### src/rtl/cdc_pkg.sv
// Shared definitions for the req/ack clock-domain-crossing handshake blocks.
// Latency: n/a (types and constants only).
// Backpressure: n/a.
package cdc_pkg;

    // Handshake protocol selection.
    localparam int MODE_TWO_PHASE  = 0;
    localparam int MODE_FOUR_PHASE = 1;

    // Legal request synchroniser depths.
    localparam int NB_SYNC_MIN = 2;
    localparam int NB_SYNC_MAX = 4;

    // Receive FSM. RELEASE is only reached in four-phase mode.
    typedef enum logic [1:0] {
        ST_IDLE    = 2'd0,
        ST_HOLD    = 2'd1,
        ST_RELEASE = 2'd2
    } state_t;

endpackage

### src/rtl/sync_chain.sv
// Plain multi-flop synchroniser for signals arriving from a foreign clock domain.
// Latency: NB_SYNC cycles from stage 0 sample to o_q.
// Backpressure: none; samples every cycle.
module sync_chain #(
    parameter int NB_IN   = 1,
    parameter int NB_SYNC = 2
) (
    input  logic             i_clock,
    input  logic             i_reset,
    input  logic [NB_IN-1:0] i_d,
    output logic [NB_IN-1:0] o_q
);

    logic [NB_SYNC-1:0][NB_IN-1:0] stage_q;
    logic [NB_SYNC-1:0][NB_IN-1:0] stage_d;

    // Shift the async input one stage further each cycle.
    always_comb begin
        stage_d    = stage_q;
        stage_d[0] = i_d;
        for (int i = 1; i < NB_SYNC; i++) begin
            stage_d[i] = stage_q[i-1];
        end
    end

    // Chain registers, cleared by synchronous reset.
    always_ff @(posedge i_clock) begin
        if (i_reset) begin
            stage_q <= '0;
        end else begin
            stage_q <= stage_d;
        end
    end

    assign o_q = stage_q[NB_SYNC-1];

endmodule

### src/rtl/cdc_handshake_rx.sv
// Receive side of a req/ack CDC handshake: captures a wide bus once per request, offers it valid/ready.
// Latency: NB_SYNC+1 cycles from request change to o_valid; ack follows the accepting edge.
// Backpressure: word held in o_data until i_ready; ack withheld so the sender stalls.
module cdc_handshake_rx #(
    parameter int NB_DATA  = 8,
    parameter int NB_SYNC  = 2,
    parameter int MODE     = 0,
    parameter int NB_COUNT = 16
) (
    input  logic                i_clock,
    input  logic                i_reset,
    input  logic                i_req,
    input  logic [NB_DATA-1:0]  i_data,
    output logic                o_ack,
    output logic [NB_DATA-1:0]  o_data,
    output logic                o_valid,
    input  logic                i_ready,
    output logic                o_proto_err,
    output logic [NB_COUNT-1:0] o_xfer_count
);

    import cdc_pkg::*;

    if (NB_SYNC < NB_SYNC_MIN || NB_SYNC > NB_SYNC_MAX) begin : g_bad_sync
        $error("cdc_handshake_rx: NB_SYNC must be within 2..4");
    end
    if (MODE != MODE_TWO_PHASE && MODE != MODE_FOUR_PHASE) begin : g_bad_mode
        $error("cdc_handshake_rx: MODE must be 0 or 1");
    end

    localparam bit FOUR_PHASE = (MODE == MODE_FOUR_PHASE);

    logic                req_s;
    state_t              state_q,  state_d;
    logic                ref_q,    ref_d;
    logic                ack_q,    ack_d;
    logic [NB_DATA-1:0]  data_q,   data_d;
    logic                valid_q,  valid_d;
    logic                err_q,    err_d;
    logic [NB_COUNT-1:0] count_q,  count_d;
    logic                new_req;
    logic                req_bad;
    logic                accept;

    // Only the synchronised request is ever looked at; i_data is sampled once, in the capture cycle.
    sync_chain #(
        .NB_IN   (1),
        .NB_SYNC (NB_SYNC)
    ) u_req_sync (
        .i_clock (i_clock),
        .i_reset (i_reset),
        .i_d     (i_req),
        .o_q     (req_s)
    );

    // Protocol decode: what counts as a new request, and what counts as a violation while holding.
    always_comb begin
        new_req = 1'b0;
        req_bad = 1'b0;
        if (FOUR_PHASE) begin
            new_req = req_s;
            req_bad = !req_s;
        end else begin
            new_req = (req_s != ref_q);
            req_bad = (req_s != ref_q);
        end
        accept = valid_q && i_ready;
    end

    // Next-state and output update for the capture / hold / release sequence.
    always_comb begin
        state_d = state_q;
        ref_d   = ref_q;
        ack_d   = ack_q;
        data_d  = data_q;
        valid_d = valid_q;
        err_d   = err_q;
        count_d = count_q;
        case (state_q)
            ST_IDLE: begin
                if (new_req) begin
                    data_d  = i_data;
                    valid_d = 1'b1;
                    state_d = ST_HOLD;
                    if (!FOUR_PHASE) begin
                        ref_d = req_s;
                    end
                end
            end
            ST_HOLD: begin
                // A violation is only flagged; the held word and the FSM carry on untouched.
                if (req_bad) begin
                    err_d = 1'b1;
                end
                if (accept) begin
                    valid_d = 1'b0;
                    count_d = count_q + NB_COUNT'(1);
                    if (FOUR_PHASE) begin
                        ack_d   = 1'b1;
                        state_d = ST_RELEASE;
                    end else begin
                        ack_d   = ~ack_q;
                        state_d = ST_IDLE;
                    end
                end
            end
            ST_RELEASE: begin
                if (!req_s) begin
                    ack_d   = 1'b0;
                    state_d = ST_IDLE;
                end
            end
            default: begin
                state_d = ST_IDLE;
            end
        endcase
    end

    // State and output registers; reset drops any held word without acknowledging it.
    always_ff @(posedge i_clock) begin
        if (i_reset) begin
            state_q <= ST_IDLE;
            ref_q   <= 1'b0;
            ack_q   <= 1'b0;
            data_q  <= '0;
            valid_q <= 1'b0;
            err_q   <= 1'b0;
            count_q <= '0;
        end else begin
            state_q <= state_d;
            ref_q   <= ref_d;
            ack_q   <= ack_d;
            data_q  <= data_d;
            valid_q <= valid_d;
            err_q   <= err_d;
            count_q <= count_d;
        end
    end

    assign o_ack        = ack_q;
    assign o_data       = data_q;
    assign o_valid      = valid_q;
    assign o_proto_err  = err_q;
    assign o_xfer_count = count_q;

endmodule

### config.mk
export PLATFORM = sky130hd
export DESIGN_NAME = cdc_handshake_rx
export DESIGN_NICKNAME = d
export VERILOG_FILES = /design/src/rtl/cdc_pkg.sv /design/src/rtl/sync_chain.sv /design/src/rtl/cdc_handshake_rx.sv
export SDC_FILE = /design/constraint.sdc
export NUM_CORES = 1
export LEC_CHECK = 0
export CAP_MARGIN = 10
export CORE_ASPECT_RATIO = 1.4
export CORE_MARGIN = 2
export CORE_UTILIZATION = 33
export DETAILED_ROUTE_END_ITERATION = 8
export GPL_TIMING_DRIVEN = 1
export HOLD_SLACK_MARGIN = 0.03
export PLACE_DENSITY = 0.61
export SLEW_MARGIN = 20
export SYNTH_ARGS = -nofsm -noshare
export SYNTH_HDL_FRONTEND = slang
export SYNTH_SLANG_ARGS = --single-unit
### constraint.sdc
create_clock -name i_clock -period 2.2 [get_ports i_clock]
set_clock_uncertainty 0.15 [all_clocks]
set_input_delay 0.44 -clock i_clock [delete_from_list [all_inputs] [get_ports i_clock]]
set_output_delay 0.44 -clock i_clock [all_outputs]
set_load 0.02 [all_outputs]
==> results.cfg, run 1 <==
[cts]
postCtsHoldBufs = 0
clkTransAtPathRegs_ps = 60
cts_buffer_depth = 2
post-cts-setup-buffer-count = 0
cts_buffers = 5
cts-resized-gates = 0
cts_tree = yes
cts_root_buffer = clkbuf_8
worstSkewPairLatency_ps = 280
cts.sinks = 30
htreeDepth = 2

[worst_setup_path]
critPathMaxFanout = 6
cp.arrival_ps = 1420
crit_start = o_xfer_count[2]
cp_cell_sequence = clkdlybuf4s50_1
worst_path_max_delay_cell = clkdlybuf4s50_1
cp.required_ps = 1610
endpoint = o_xfer_count[2]
cp_num_buf_inv = 1
path_class = reg2out
r2r_end = o_xfer_count[14]
end_kind = output pin
worst-path-stages = 1
regToRegSetupSlack_ps = 510
rr_worst_depth = 5
r2r_start = o_xfer_count[0]
cp_top_family = buffers and inverters
cp-start-kind = flop
cpPeakStageDelay_ps = 660

[flow_run]
maxCapViolCount = 0

[floorplanning]
fp.dieH_um = 77.1
die-area_um2 = 4340
rows = 26
die_w_um = 56.3
initial_core_util = 0.346
ios = 39
fp.coreArea_um2 = 3640

[pwr]
total_power_mw = 1.20
p_per_area_nw_per_um2 = 659
irDropWorstVdd_v = 0.000504
leakage_nw = 0.677

[sta]
finalCritPeriodShare = 0.916
setup-tns-final_ps = 0
fmax_mhz = 496
worst_pin_slew_ps = 345
hold_violations = 0
maxSlewHeadroom = 0.770
min_period_ps = 2010
setup_violations = 0
timing.hold.ws_ps = 295
rsz0062_at_grt = false
drv_slew = 0

[drt]
routed_wl_um = 2830
wl_per_cell_um = 13.0
dr.pass1.iters = 4
vias = 1067
route.detailed.drc = 0
ant_nets = 0
drt-vias-per-instance = 4.89
first_iter_violations = 24

[global_route]
antenna_found_initial = 0
grt_pass1_vias = 1096
grt_max_degree = 18
grt_pass1_wl_um = 4730
grtUsageTotal = 0.141
grt_overflow = 0

[status]
outcome = finished, final reports clean

[synth]
synth_cells = 130
syn_area_um2 = 1260
yosysWarnings = 0
synthDistinctLibCells = 29
seq_area_frac_synth = 0.476
synth_nets = 143
synth-seq-cells = 30
syn_avg_cell_area_um2 = 9.70

[layout]
antenna_cells = 0
drive_gt1_frac = 0.125
nets = 188
area_growth_syn_to_layout_pct = 43.8
post-route-util = 0.498
fillers = 356

[worst_hold_path]
min_path_type = reg2reg
min_from = u_req_sync.stage_d[1]

[placement]
portBuffers = 38
gp_congestion = 0.750
post-dp-hpwl_um = 2080
## cell families after synthesis
| group | share of synthesized area |
|---|---|
| xor+xnor | 0.0833 |
| compound gates | 0.0357 |
| fa+ha+maj | 0.00992 |
| simple gates | 0.269 |
| flops | 0.476 |
| mux | 0.0982 |
| buf+inv | 0.0278 |
## how the worst min path moves through the flow
stage / slack, ps / end / cells past startpoint
after floorplan: 260 / u_req_sync.o_q / 1
after global placement: 270 / u_req_sync.o_q / 1
after detailed placement: 290 / u_req_sync.o_q / 1
after CTS: 300 / u_req_sync.o_q / 1
after global routing: 320 / u_req_sync.o_q / 1
final: 300 / u_req_sync.o_q / 1
## report_power, final
part	switching (mW)	leakage [nW]	internal [mW]	total, mW
Clock	0.200	0.0575	0.315	0.516
Sequential	0.00842	0.243	0.558	0.566
Combinational	0.0541	0.376	0.0603	0.114
## flip-flops by register name (all words and copies together) (netlist names)
name and cells:
u_req_sync.stage_d 1, o_ack 1, ref_q 1, o_data 8, u_req_sync.o_q 1, o_valid 1
o_proto_err 1, o_xfer_count 16
## cells in the final DEF, fill, tap and decap left out
cell type and count:
nand4_1 4, nor2_4 2, a21oi_1 4, nor2b_1 6, a211oi_1 1, nand2b_1 1, nor3_1 3, xnor2_1 6
clkbuf_8 8, mux2i_1 9, ha_1 1, and2_1 1, and3_1 2, mux2_1 2, nand4_2 1, buf_4 5
xor2_1 6, and3_2 1, mux2_2 1, nor2_1 28, dfxtp_1 30, nand2_1 3, nand4_4 1, inv_1 2
nand3_1 6, a31o_2 2, nand3_4 1, clkdlybuf4s50_1 38, and4_1 1
## stage by stage
stage               cell area (um^2)  cells  worst slack (ps)
floorplan                       1260    130               506
finish                          1810    218               185
global route                    1810    218               145
global placement                1700    210               157
CTS                             1810    218               179
detailed placement              1700    210               136
## final cells by class
class,count,area [um^2],share of cell area
sequential,30,601,0.331
clock buffer,8,110,0.0607
inverter,2,7.51,0.00414
timing repair buffer,43,418,0.230
tap,42,52.6,0.0290
multi-input combinational,93,626,0.345
## Yosys cell counts (all sizes together)
cell / count / area, um^2
buf: 5 / 27.5
mux2i: 9 / 90.1
mux2: 3 / 33.8
a211oi: 1 / 7.51
and2: 1 / 6.26
and4: 1 / 8.76
nor2b: 6 / 37.5
a31o: 2 / 17.5
and3: 3 / 20.0
dfxtp: 30 / 601
ha: 1 / 12.5
nor2: 30 / 128
xnor2: 6 / 52.6
inv: 2 / 7.51
nor3: 3 / 15.0
nand4: 6 / 58.8
nand3: 7 / 47.6
xor2: 6 / 52.6
nand2b: 1 / 6.26
nand2: 3 / 11.3
a21oi: 4 / 20.0
## routing by layer
metal / track usage / vias to the layer above / share of wire
met4: 0.0857 / 0 / 0.034
met1: 0.134 / 495 / 0.40
met3: 0.0523 / 8 / 0.074
li1: - / 526 / -
met2: 0.249 / 38 / 0.50
met5: 0 / - / 0
(Power assumes the default switching activity.)
==> run 2: changes to the inputs <==
--- a/config.mk
+++ b/config.mk
@@ -6,13 +6,12 @@
 export NUM_CORES = 1
 export LEC_CHECK = 0
 export CAP_MARGIN = 10
-export CORE_ASPECT_RATIO = 1.4
+export CORE_ASPECT_RATIO = 0.75
 export CORE_MARGIN = 2
 export CORE_UTILIZATION = 33
 export DETAILED_ROUTE_END_ITERATION = 8
 export GPL_TIMING_DRIVEN = 1
 export HOLD_SLACK_MARGIN = 0.03
-export PLACE_DENSITY = 0.61
 export SLEW_MARGIN = 20
 export SYNTH_ARGS = -nofsm -noshare
 export SYNTH_HDL_FRONTEND = slang
==> results.cfg, run 2 (synthesized netlist as in run 1, its figures left out) <==
[status]
outcome = finished, final reports clean

[cts]
cts_tree = yes
cts_buffer_depth = 2
cts.sinks = 30
cts_root_buffer = clkbuf_8
worstSkewPairLatency_ps = 270
cts_buffers = 5
postCtsHoldBufs = 0
post-cts-setup-buffer-count = 0
htreeDepth = 2
cts-resized-gates = 0
clkTransAtPathRegs_ps = 60

[pwr]
leakage_nw = 0.677
p_per_area_nw_per_um2 = 654
irDropWorstVdd_v = 0.000354

[worst_setup_path]
cp.required_ps = 1610
critPathMaxFanout = 6
path_class = reg2out
worst_path_max_delay_cell = clkdlybuf4s50_1
cp_num_buf_inv = 1
cp_top_family = buffers and inverters
end_kind = output pin
cp_cell_sequence = clkdlybuf4s50_1
cp.arrival_ps = 1400
cpPeakStageDelay_ps = 670
cp-start-kind = flop

[floorplanning]
die_w_um = 75.4
initial_core_util = 0.344
fp.coreArea_um2 = 3660
rows = 19
ios = 39
fp.dieH_um = 57.5
die-area_um2 = 4340

[layout]
nets = 188
antenna_cells = 0
area_growth_syn_to_layout_pct = 44.8
fin_area_um2 = 1830
mostFrequentLayoutCell = clkdlybuf4s50_1
post-route-util = 0.499
largest_reg_flops = 16
drive_gt1_frac = 0.125
mostFrequentLayoutCells = clkdlybuf4s50_1 (38), dfxtp_1 (30), nor2_1 (28)

[sta]
min_period_ps = 1990
hold_violations = 0
worst_pin_slew_ps = 355
setup-tns-final_ps = 0
maxSlewHeadroom = 0.762
rsz0062_at_grt = false
drv_slew = 0
setup_violations = 0
fmax_mhz = 503
finalCritPeriodShare = 0.904

[placement]
post_dp_cell_area_um2 = 1720
post-dp-hpwl_um = 1950
portBuffers = 38
gp_congestion = 0.746

[global_route]
use_met2 = 0.198
grtUsageTotal = 0.128
grt_pass1_vias = 954
grtUsageMet1 = 0.159
grt_overflow = 0
antenna_found_initial = 0
grt_max_degree = 15
grt-busiest-layer = met2
grtUsageMet3 = 0.0477
grt_pass1_wl_um = 4150

[flow_run]
maxCapViolCount = 0

[drt]
ant_nets = 0
drt-vias-per-instance = 4.48
first_iter_violations = 21
dr.pass1.iters = 4
routed_wl_um = 2540
vias = 1021
route.detailed.drc = 0
wl_per_cell_um = 11.1

[worst_hold_path]
min_path_type = reg2reg
## run 2: metrics by stage
step | setup WS, ps | hold WS (ps) | std cells | power [mW]
6_report | 210 | 296 | 228 | 1.19
5_1_grt | 136 | 323 | 228 | 1.23
4_1_cts | 199 | 300 | 228 | 1.21
3_5_place_dp | 99.2 | 277 | 220 | 0.693
3_3_place_gp | 150 | 283 | 220 | 0.691
2_1_floorplan | 506 | 264 | 130 | 0.636
## run 2: cell type report
type | instances | area, um^2
well taps | 52 | 65.1
inverters | 2 | 7.51
multi-input cells | 93 | 626
flip-flops and latches | 30 | 601
fillers | 362 | 1830
repair buffers | 43 | 418
clock buffers | 8 | 110
## run 2: path summary, 6_finish.rpt
| path | from | end | slack (ps) | depth (start not counted) |
|---|---|---|---|---|
| setup reg to reg | o_xfer_count[0] | o_xfer_count[14] | 530 | 5 |
| setup / recovery | o_xfer_count[2] | o_xfer_count[2] | 210 | 1 |
| hold reg to reg | u_req_sync.stage_d[1] | u_req_sync.o_q | 300 | 1 |
| hold / removal | u_req_sync.stage_d[1] | u_req_sync.o_q | 300 | 1 |
## run 2: where the power goes
part	switching, mW	internal [mW]
Combinational	0.0538	0.0603
Sequential	0.00860	0.558
Clock	0.198	0.315
Total	0.261	0.933
## run 2: layer usage
metal  wire length [um]  vias to the layer above  part of all wire
met5                  0                        -                 0
met4                 42                        0             0.017
met3                117                        7             0.046
met2               1180                       18              0.46
met1               1200                      466              0.47
li1                   -                      530                 -
